--- config.mk ---
export PLATFORM = sky130hd
export DESIGN_NAME = fetch_queue
export DESIGN_NICKNAME = d
export VERILOG_FILES = /design/src/rtl/fetch_pkg.sv /design/src/rtl/fetch_fifo.sv /design/src/rtl/fetch_queue.sv
export SDC_FILE = /design/constraint.sdc
export NUM_CORES = 1
export LEC_CHECK = 0
export BUFFER_PORTS_ARGS = -buffer_cell sky130_fd_sc_hd__buf_2
export CORE_MARGIN = 2
export CORE_UTILIZATION = 50
export CTS_BUF_LIST = sky130_fd_sc_hd__clkbuf_8 sky130_fd_sc_hd__clkbuf_16
export CTS_CLUSTER_DIAMETER = 60
export DETAILED_ROUTE_END_ITERATION = 8
export GPL_ROUTABILITY_DRIVEN = 0
export HOLD_SLACK_MARGIN = 0.06
export PLACE_DENSITY_LB_ADDON = 0.3
export SLEW_MARGIN = 15
export SYNTH_ARGS = -nofsm -noshare
export SYNTH_HDL_FRONTEND = slang
export SYNTH_HIERARCHICAL = 1
export SYNTH_SLANG_ARGS = --single-unit
--- constraint.sdc ---
create_clock -name clk -period 12.25 [get_ports clk]
set_input_delay 0.6125 -clock clk [delete_from_list [all_inputs] [get_ports clk]]
set_output_delay 0.6125 -clock clk [all_outputs]
set_load 0.01 [all_outputs]
--- src/rtl/fetch_pkg.sv ---
// fetch_pkg: shared widths, PC step, fetch entry type and default reset PC for fetch_queue
package fetch_pkg;
  localparam int INSTR_W = 32;
  localparam int PC_STEP = 4;
  localparam logic [31:0] DEFAULT_RESET_PC = 32'h0;
  typedef struct packed {
    logic [INSTR_W-1:0] instr;
    logic [31:0] pc;
  } fetch_entry_t;
endpackage

--- src/rtl/fetch_fifo.sv ---
// fetch_fifo: DEPTH-entry synchronous FIFO with flush, occupancy count and push/pop
module fetch_fifo #(
  parameter int W = 64,
  parameter int DEPTH = 4,
  localparam int PW = $clog2(DEPTH),
  localparam int CW = $clog2(DEPTH + 1)
) (
  input  logic          clk,
  input  logic          reset,
  input  logic          flush,
  input  logic          push,
  input  logic          pop,
  input  logic [W-1:0]  wdata,
  output logic [W-1:0]  rdata,
  output logic [CW-1:0] count,
  output logic          empty,
  output logic          full
);
  logic [W-1:0] mem_q [DEPTH];
  logic [W-1:0] mem_d [DEPTH];
  logic [PW-1:0] wp_q, wp_d, rp_q, rp_d;
  logic [CW-1:0] cnt_q, cnt_d;
  // next pointers, occupancy and storage contents; flush empties everything
  always_comb begin
    mem_d = mem_q;
    if (push && !flush) mem_d[wp_q] = wdata;
    wp_d = flush ? '0 : wp_q + PW'(push);
    rp_d = flush ? '0 : rp_q + PW'(pop);
    cnt_d = flush ? '0 : cnt_q + CW'(push) - CW'(pop);
  end
  // pointer and occupancy registers
  always_ff @(posedge clk or posedge reset) begin
    if (reset) begin
      wp_q <= '0;
      rp_q <= '0;
      cnt_q <= '0;
    end else begin
      wp_q <= wp_d;
      rp_q <= rp_d;
      cnt_q <= cnt_d;
    end
  end
  // storage needs no reset: the head is only observed while occupied
  always_ff @(posedge clk) mem_q <= mem_d;
  assign rdata = mem_q[rp_q];
  assign count = cnt_q;
  assign empty = cnt_q == '0;
  assign full = cnt_q == CW'(DEPTH);
endmodule

--- src/rtl/fetch_queue.sv ---
// fetch_queue: fetch PC, prefetch FIFO and redirect handling; FETCH_BYPASS_EN enables empty-queue bypass
module fetch_queue
  import fetch_pkg::*;
#(
  parameter int ADDR_W = 32,
  parameter int DEPTH = 4,
  parameter logic [ADDR_W-1:0] RESET_PC = ADDR_W'(DEFAULT_RESET_PC)
) (
  input  logic                       clk,
  input  logic                       reset,
  input  logic                       fetch_en,
  output logic [ADDR_W-1:0]          im_addr,
  input  logic [INSTR_W-1:0]         im_rdata,
  input  logic                       redirect_valid,
  input  logic [ADDR_W-1:0]          redirect_pc,
  output logic                       out_valid,
  input  logic                       out_ready,
  output logic [INSTR_W-1:0]         out_instr,
  output logic [ADDR_W-1:0]          out_pc,
  output logic [ADDR_W-1:0]          out_pc_plus4,
  output logic [$clog2(DEPTH+1)-1:0] count,
  output logic                       misalign_err
);
  localparam int EW = INSTR_W + ADDR_W;
  logic [ADDR_W-1:0] pc_q, pc_d;
  logic misalign_q, misalign_d;
  logic pop, push, byp, fifo_push, fifo_pop, empty, full;
  logic [EW-1:0] head;
  logic [INSTR_W-1:0] head_instr;
  logic [ADDR_W-1:0] head_pc;
`ifdef FETCH_BYPASS_EN
  assign byp = empty && fetch_en && !redirect_valid;
`else
  assign byp = 1'b0;
`endif
  // handshake, push qualification and next fetch PC; redirect wins over everything
  always_comb begin
    pop = out_valid && out_ready;
    push = fetch_en && !redirect_valid && (!full || pop);
    fifo_push = push && !(byp && out_ready);
    fifo_pop = pop && !empty;
    pc_d = redirect_valid ? {redirect_pc[ADDR_W-1:2], 2'b00} : push ? pc_q + ADDR_W'(PC_STEP) : pc_q;
    misalign_d = redirect_valid && (redirect_pc[1:0] != 2'b00);
  end
  // fetch PC and misalign pulse registers
  always_ff @(posedge clk or posedge reset) begin
    if (reset) begin
      pc_q <= RESET_PC;
      misalign_q <= 1'b0;
    end else begin
      pc_q <= pc_d;
      misalign_q <= misalign_d;
    end
  end
  fetch_fifo #(.W(EW), .DEPTH(DEPTH)) u_fifo (
    .clk(clk),
    .reset(reset),
    .flush(redirect_valid),
    .push(fifo_push),
    .pop(fifo_pop),
    .wdata({im_rdata, pc_q}),
    .rdata(head),
    .count(count),
    .empty(empty),
    .full(full)
  );
  assign {head_instr, head_pc} = head;
  assign im_addr = pc_q;
  assign misalign_err = misalign_q;
  assign out_valid = !empty || byp;
  assign out_instr = !empty ? head_instr : byp ? im_rdata : '0;
  assign out_pc = !empty ? head_pc : byp ? pc_q : '0;
  assign out_pc_plus4 = out_valid ? out_pc + ADDR_W'(PC_STEP) : '0;
endmodule
Yosys cells after proc, flatten, opt, wreduce, memory -nomap -nowiden:

Cells that the tools add are included.

* logic and storage cells: 49
* bits of input ports: 69
* flip-flop bits (word level): 296
* output and inout port bits: 133

* eq/ne operators: 1
* reductions and logical operators: 14
* magnitude comparators: 3
* bitwise operators: 2
* add/sub/neg operators: 6
* mux-type cells: 14

Operator list (count)
* bitwise mux 256 bit: 1
* two-way mux 64 bit: 3
* two-way mux 32 bit: 5
* binary-select mux 64 bit (select 2 bit): 1
* demux 64 bit (select 2 bit): 1
* adder 32 x 3 -> 32 bit (second input constant): 2
* logical AND 1 bit: 7
* >= comparator 3 bit (second input constant): 2
* inverter 2 -> 3 bit: 2
* adder 2 x 1 -> 2 bit: 2
* two-way mux 2 bit: 2
* nonzero test 2 bit: 2
* adder 3 x 1 -> 3 bit: 1
* == test 3 bit (second input constant): 1
* zero test 1 bit: 3
* zero test 3 bit: 1
* < comparator 3 x 1 -> 1 bit (second input constant): 1
* two-way mux 3 bit: 1
* subtractor 3 x 1 -> 3 bit: 1
* logical OR 1 bit: 1

Depth between registers and ports, before layout:

* depth in word-level cells: 8
* depth in mapped cells: 13
* mapped depth without buffers: 12

Cells and area by module:

The synthesis kept the hierarchy.

Modules (own cells, without submodules)
* fetch_fifo: cells an instance 367, area each 9694.3 um^2, times used 1
* fetch_queue: cells an instance 419, area each 3066.7 um^2, times used 1

Worst setup path before layout:

No wires, ideal clock.

* path type: flip-flop to flip-flop
* from: register u_fifo.cnt_q[1], in the netlist u_fifo/count[1]
* to: register u_fifo/mem_q[100] (netlist name), enable pin
* library setup time: 0.666 ns
* arrival: 8.169 ns
* stages on the path, launching flop included: 8
* setup slack: 3.415 ns
* clock period less this slack: 8.835 ns
* path through: dfrtp_1 -> nor3_1 -> nand2b_4 -> buf_6 -> a21boi_0 -> and2_1 -> inv_1 -> nor4b_1

* longest elaborated chain between the ends: 6

Ends and longest elaborated chain
* start, declared: RTL line fetch_fifo.sv:22 `logic [CW-1:0] cnt_q, cnt_d;`
* start signal, assigned: RTL line fetch_fifo.sv:40 `cnt_q <= cnt_d;`
* zero test 3 bit: RTL line fetch_fifo.sv:47 `assign empty = cnt_q == '0;`
* named net empty: RTL line fetch_queue.sv:27 `logic pop, push, byp, fifo_push, fifo_pop, empty, full;`
* zero test 1 bit
* logical AND 1 bit: RTL line fetch_queue.sv:38 `pop = out_valid && out_ready;`
* logical OR 1 bit: RTL line fetch_queue.sv:39 `push = fetch_en && !redirect_valid && (!full || pop);`
* logical AND 1 bit: RTL line fetch_queue.sv:39
* named net fifo_push: RTL line fetch_queue.sv:27
* logical AND 1 bit: RTL line fetch_fifo.sv:26 `if (push && !flush) mem_d[wp_q] = wdata;`
* end signal, assigned: RTL line fetch_fifo.sv:44 `always_ff @(posedge clk) mem_q <= mem_d;`
* end, declared: RTL line fetch_fifo.sv:19 `logic [W-1:0] mem_q [DEPTH];`

The timed path passes the listed nets, and every way through them passes these cells.
A chain may end at the register's enable or synchronous reset.

Final worst setup path:

* from: register u_fifo.rp_q[0]
* to: output out_pc_plus4[28]

* longest elaborated chain between the ends: 7

Ends and longest elaborated chain
* start, declared: RTL line fetch_fifo.sv:21 `logic [PW-1:0] wp_q, wp_d, rp_q, rp_d;`
* start signal, assigned: RTL line fetch_fifo.sv:39 `rp_q <= rp_d;`
* inverter 2 -> 3 bit (not written as such): RTL line fetch_fifo.sv:45 `assign rdata = mem_q[rp_q];`
* binary-select mux 64 bit (select 2 bit): RTL line fetch_fifo.sv:45
* two-way mux 64 bit (not written as such) (2 in a row): RTL line fetch_fifo.sv:45
* named net head[4]: RTL line fetch_queue.sv:28 `logic [EW-1:0] head;`
* two-way mux 32 bit: RTL line fetch_queue.sv:72 `assign out_pc = !empty ? head_pc : byp ? pc_q : '0;`
* adder 32 x 3 -> 32 bit: RTL line fetch_queue.sv:73 `assign out_pc_plus4 = out_valid ? out_pc + ADDR_W'(PC_STEP) : '0;`
* two-way mux 32 bit: RTL line fetch_queue.sv:73
* end, declared: RTL line fetch_queue.sv:20 `output logic [ADDR_W-1:0] out_pc_plus4,`

The timed path passes the listed nets, and every way through them passes these cells. The select of a mux whose other input is x is not followed.

==> impl_metrics.env <==
export IMPL_status="finished clean"
export IMPL_tightest_slew_ns=1.050
export IMPL_antenna_found_initial=0
export IMPL_final_hold_viol_count=0
export IMPL_startpoint_type="flop"
export IMPL_synthAdderAreaFrac=0.007452
export IMPL_dieWidth_um=163.8
export IMPL_power_density_mw_per_mm2=197.6
export IMPL_cts_root_buf="clkbuf_16"
export IMPL_yosysSeqAreaShare=0.6769
export IMPL_setup_viol=0
export IMPL_grt_usage=0.2077
export IMPL_rows=58
export IMPL_place_ws_ns=7.915
export IMPL_syn_inst=786
export IMPL_synth_compound_area_share=0.03853
export IMPL_clkLatencyLatePin_ns=0.56
export IMPL_postRouteWirelength_mm=27.65
export IMPL_drcViolationCount=0
export IMPL_ys_flop_type="edfxtp_1"
export IMPL_die_area_mm2=0.02682
export IMPL_min_period_over_period=0.3954
export IMPL_ys_warn_count=6
export IMPL_critPathKind="reg -> out"
export IMPL_areaGrowthSynthToFinish_pct=17.54
export IMPL_grt_pass1_wl_mm=42.28
export IMPL_yosys_area_share_simple=0.1078
export IMPL_finalCriticalPeriod_ns=4.844
export IMPL_core_area_mm2=0.02511
export IMPL_peakVddDrop_uv=136.6
export IMPL_vias=7625
export IMPL_r2r_cells=11
export IMPL_clk_pin_slew_ns=0.06
export IMPL_antenna_cells=0
export IMPL_fin_nets=1064
export IMPL_synth_edff_count=256
export IMPL_whs_ns=0.2581
export IMPL_dpl_hpwl_mm=17.54
export IMPL_h_tree_depth=1
export IMPL_cts_tree="yes"
export IMPL_synth_distinct_cells=50
export IMPL_finalWorstSetupSlack_ns=7.406
export IMPL_hp_class="in -> reg"
export IMPL_hold_end="im_addr[2]"
export IMPL_synth_top_area_frac=0.6024
export IMPL_crit_path_max_fanout=34
export IMPL_die_h_um=163.8
export IMPL_slew_headroom=0.2999
export IMPL_grt_pass1_vias=7313
export IMPL_r2r_slack_ns=8.80
export IMPL_skew_ns=0.01118
export IMPL_drive_above_1_share=0.3274
export IMPL_grt_ovfl_total=0
export IMPL_ys_ff_latch=294
export IMPL_viasPerCell=5.686
export IMPL_hold_depth=3
export IMPL_cts_sinks=294
export IMPL_initial_utilization=0.5082
export IMPL_cts_buffers=30
export IMPL_cts_resized=0
export IMPL_synth_top_family_by_area="multiplexers"
export IMPL_muxShareOfSynthArea=0.1237
export IMPL_power_leakage_nw=5.368
export IMPL_max_cap_violations=0
export IMPL_worst_ep_arrival_time_ns=4.23
export IMPL_routedWlPerCell_um=20.62
export IMPL_cts_setup_buffers=0
export IMPL_r2r_end="u_fifo/count[2]"
export IMPL_hp_start="redirect_pc[2]"
export IMPL_dr_pass1_iters=5
export IMPL_regToRegStartpoint="u_fifo/count[1]"
export IMPL_setup_tns_ns=0
export IMPL_syn_area_per_cell_um2=16.24
export IMPL_synth_area_mm2=0.01276
export IMPL_grt_max_degree=80
export IMPL_clockBufferDepth=3
export IMPL_rsz0062_at_grt="no"
export IMPL_cp_required_ns=11.64
export IMPL_async_reset_ff_frac=0.1293
export IMPL_synth_top_area_cell="edfxtp_1"
export IMPL_fmax_mhz=206.4
export IMPL_dr_first_iter_drc_count=644
export IMPL_crit_path_end_kind="output port"
export IMPL_finalMaxSlewViolations=0
export IMPL_synth_xor_area_frac=0.01412
export IMPL_yosys_top_cells_area="edfxtp_1 (60%), mux4_2 (11%), dfrtp_1 (7.5%), nor2b_1 (3.1%), nor2_1 (1.4%)"
export IMPL_ant_nets=0
export IMPL_io_pins=202
export IMPL_io_buffers=199
==> placed cells by master, fill, tap and decap left out, types with 4 or more instances in the layout <==
master and instances:
nor2_1 47, ha_1 6, a31oi_1 17, nand4_1 16, nand3_1 20, and3_1 4
dfrtp_1 36, xnor2_1 12, clkbuf_8 4, or3_1 10, clkinv_1 7, buf_4 10
a211oi_1 4, a21oi_1 10, mux4_1 4, or4_1 19, mux2_2 10, nor3_1 8
edfxtp_1 256, o21ai_0 18, buf_2 199, clkbuf_16 30, nor2b_1 64, nand2_1 32
inv_1 26, mux4_2 60, conb_1 10, o31ai_1 15, xor2_1 6, nor4_1 4
==> worst max-delay path, cell delays in order, from the launching register on <==
cell and delay, ns:
dfrtp_4 0.86, buf_4 0.66, mux4_2 0.42, and3_1 0.29, nand4_1 0.43, or4_1 0.64, a21oi_1 0.16, buf_2 0.16
==> registers in the layout, summed over array words and instances, names as in the netlist <==
signal / count
im_addr: 30
misalign_err: 1
u_fifo/count: 3
u_fifo/mem_q: 256
u_fifo/rp_q: 2
u_fifo/wp_q: 2
==> layout make-up <==
type / count / area, um^2
fillers: 1963 / 10110
flip-flops and latches: 294 / 8643
multi-input cells: 432 / 3786
repair buffers: 210 / 1081
clock buffers: 34 / 805.8
well taps: 330 / 412.9
clock inverters: 21 / 195.2
inverters: 20 / 75.07
==> cells in the mapped netlist, drive strengths merged, types with 9 or more instances <==
master and n:
a21oi 10, a31oi 17, buf 22, clkbuf 27
dfrtp 38, edfxtp 256, inv 20, mux2 10
mux4 64, nand2 32, nand3 20, nand4 17
nor2 47, nor2b 64, nor3 9, o21ai 18
o31ai 15, or3 10, or4 19, xnor2 12
==> worst max-delay path by stage <==
| stage | startpoint | to |
|---|---|---|
| 2_1_floorplan | u_fifo/count[1] | u_fifo/mem_q[100] |
| 3_3_place_gp | u_fifo/rp_q[0] | out_pc_plus4[28] |
| 3_5_place_dp | u_fifo/rp_q[0] | out_pc_plus4[28] |
| 4_1_cts | u_fifo/rp_q[0] | out_pc_plus4[28] |
| 5_1_grt | u_fifo/rp_q[0] | out_pc_plus4[26] |
| 6_report | u_fifo/rp_q[0] | out_pc_plus4[28] |
==> per-layer routing <==
metal | track usage | wire (um) | up-vias
li1 | - | - | 3489
met1 | 0.3119 | 12260 | 3823
met2 | 0.3291 | 13230 | 282
met3 | 0.02803 | 1769 | 31
met4 | 0.04585 | 388 | 0
met5 | 0 | 0 | -
==> per-stage QoR <==
stage,instances,util,cell area [um^2],total power (W)
after floorplan,795,-,12790,0.001809
after global placement,1285,0.5571,13990,0.002086
after detailed placement,1285,0.5571,13990,0.002095
after CTS,1341,0.5974,15000,0.002993
after global routing,1341,0.5974,15000,0.003110
final,1341,0.5974,15000,0.002963
==> cells by family after synthesis <==
family / Yosys count
compound gates: 76
buf+inv: 69
flops: 294
xor+xnor: 19
fa+ha+maj: 7
simple gates: 245
other cells: 1
mux: 75
==> report_power, final <==
group / leakage [nW] / internal (W) / switching, W / total [W]
combinational: 2.10 / 0.000379 / 0.000479 / 0.000859
sequential: 2.76 / 0.00114 / 0.0000704 / 0.00121
clock: 0.508 / 0.000533 / 0.000366 / 0.000898
total: 5.37 / 0.00205 / 0.000916 / 0.00296
==> what timing repair did <==
item	in CTS	in global routing
setup endpoints to repair	0	0
hold endpoints to repair	7	0
hold buffers	1	0
No activity file was read; power rests on OpenSTA's default activity.
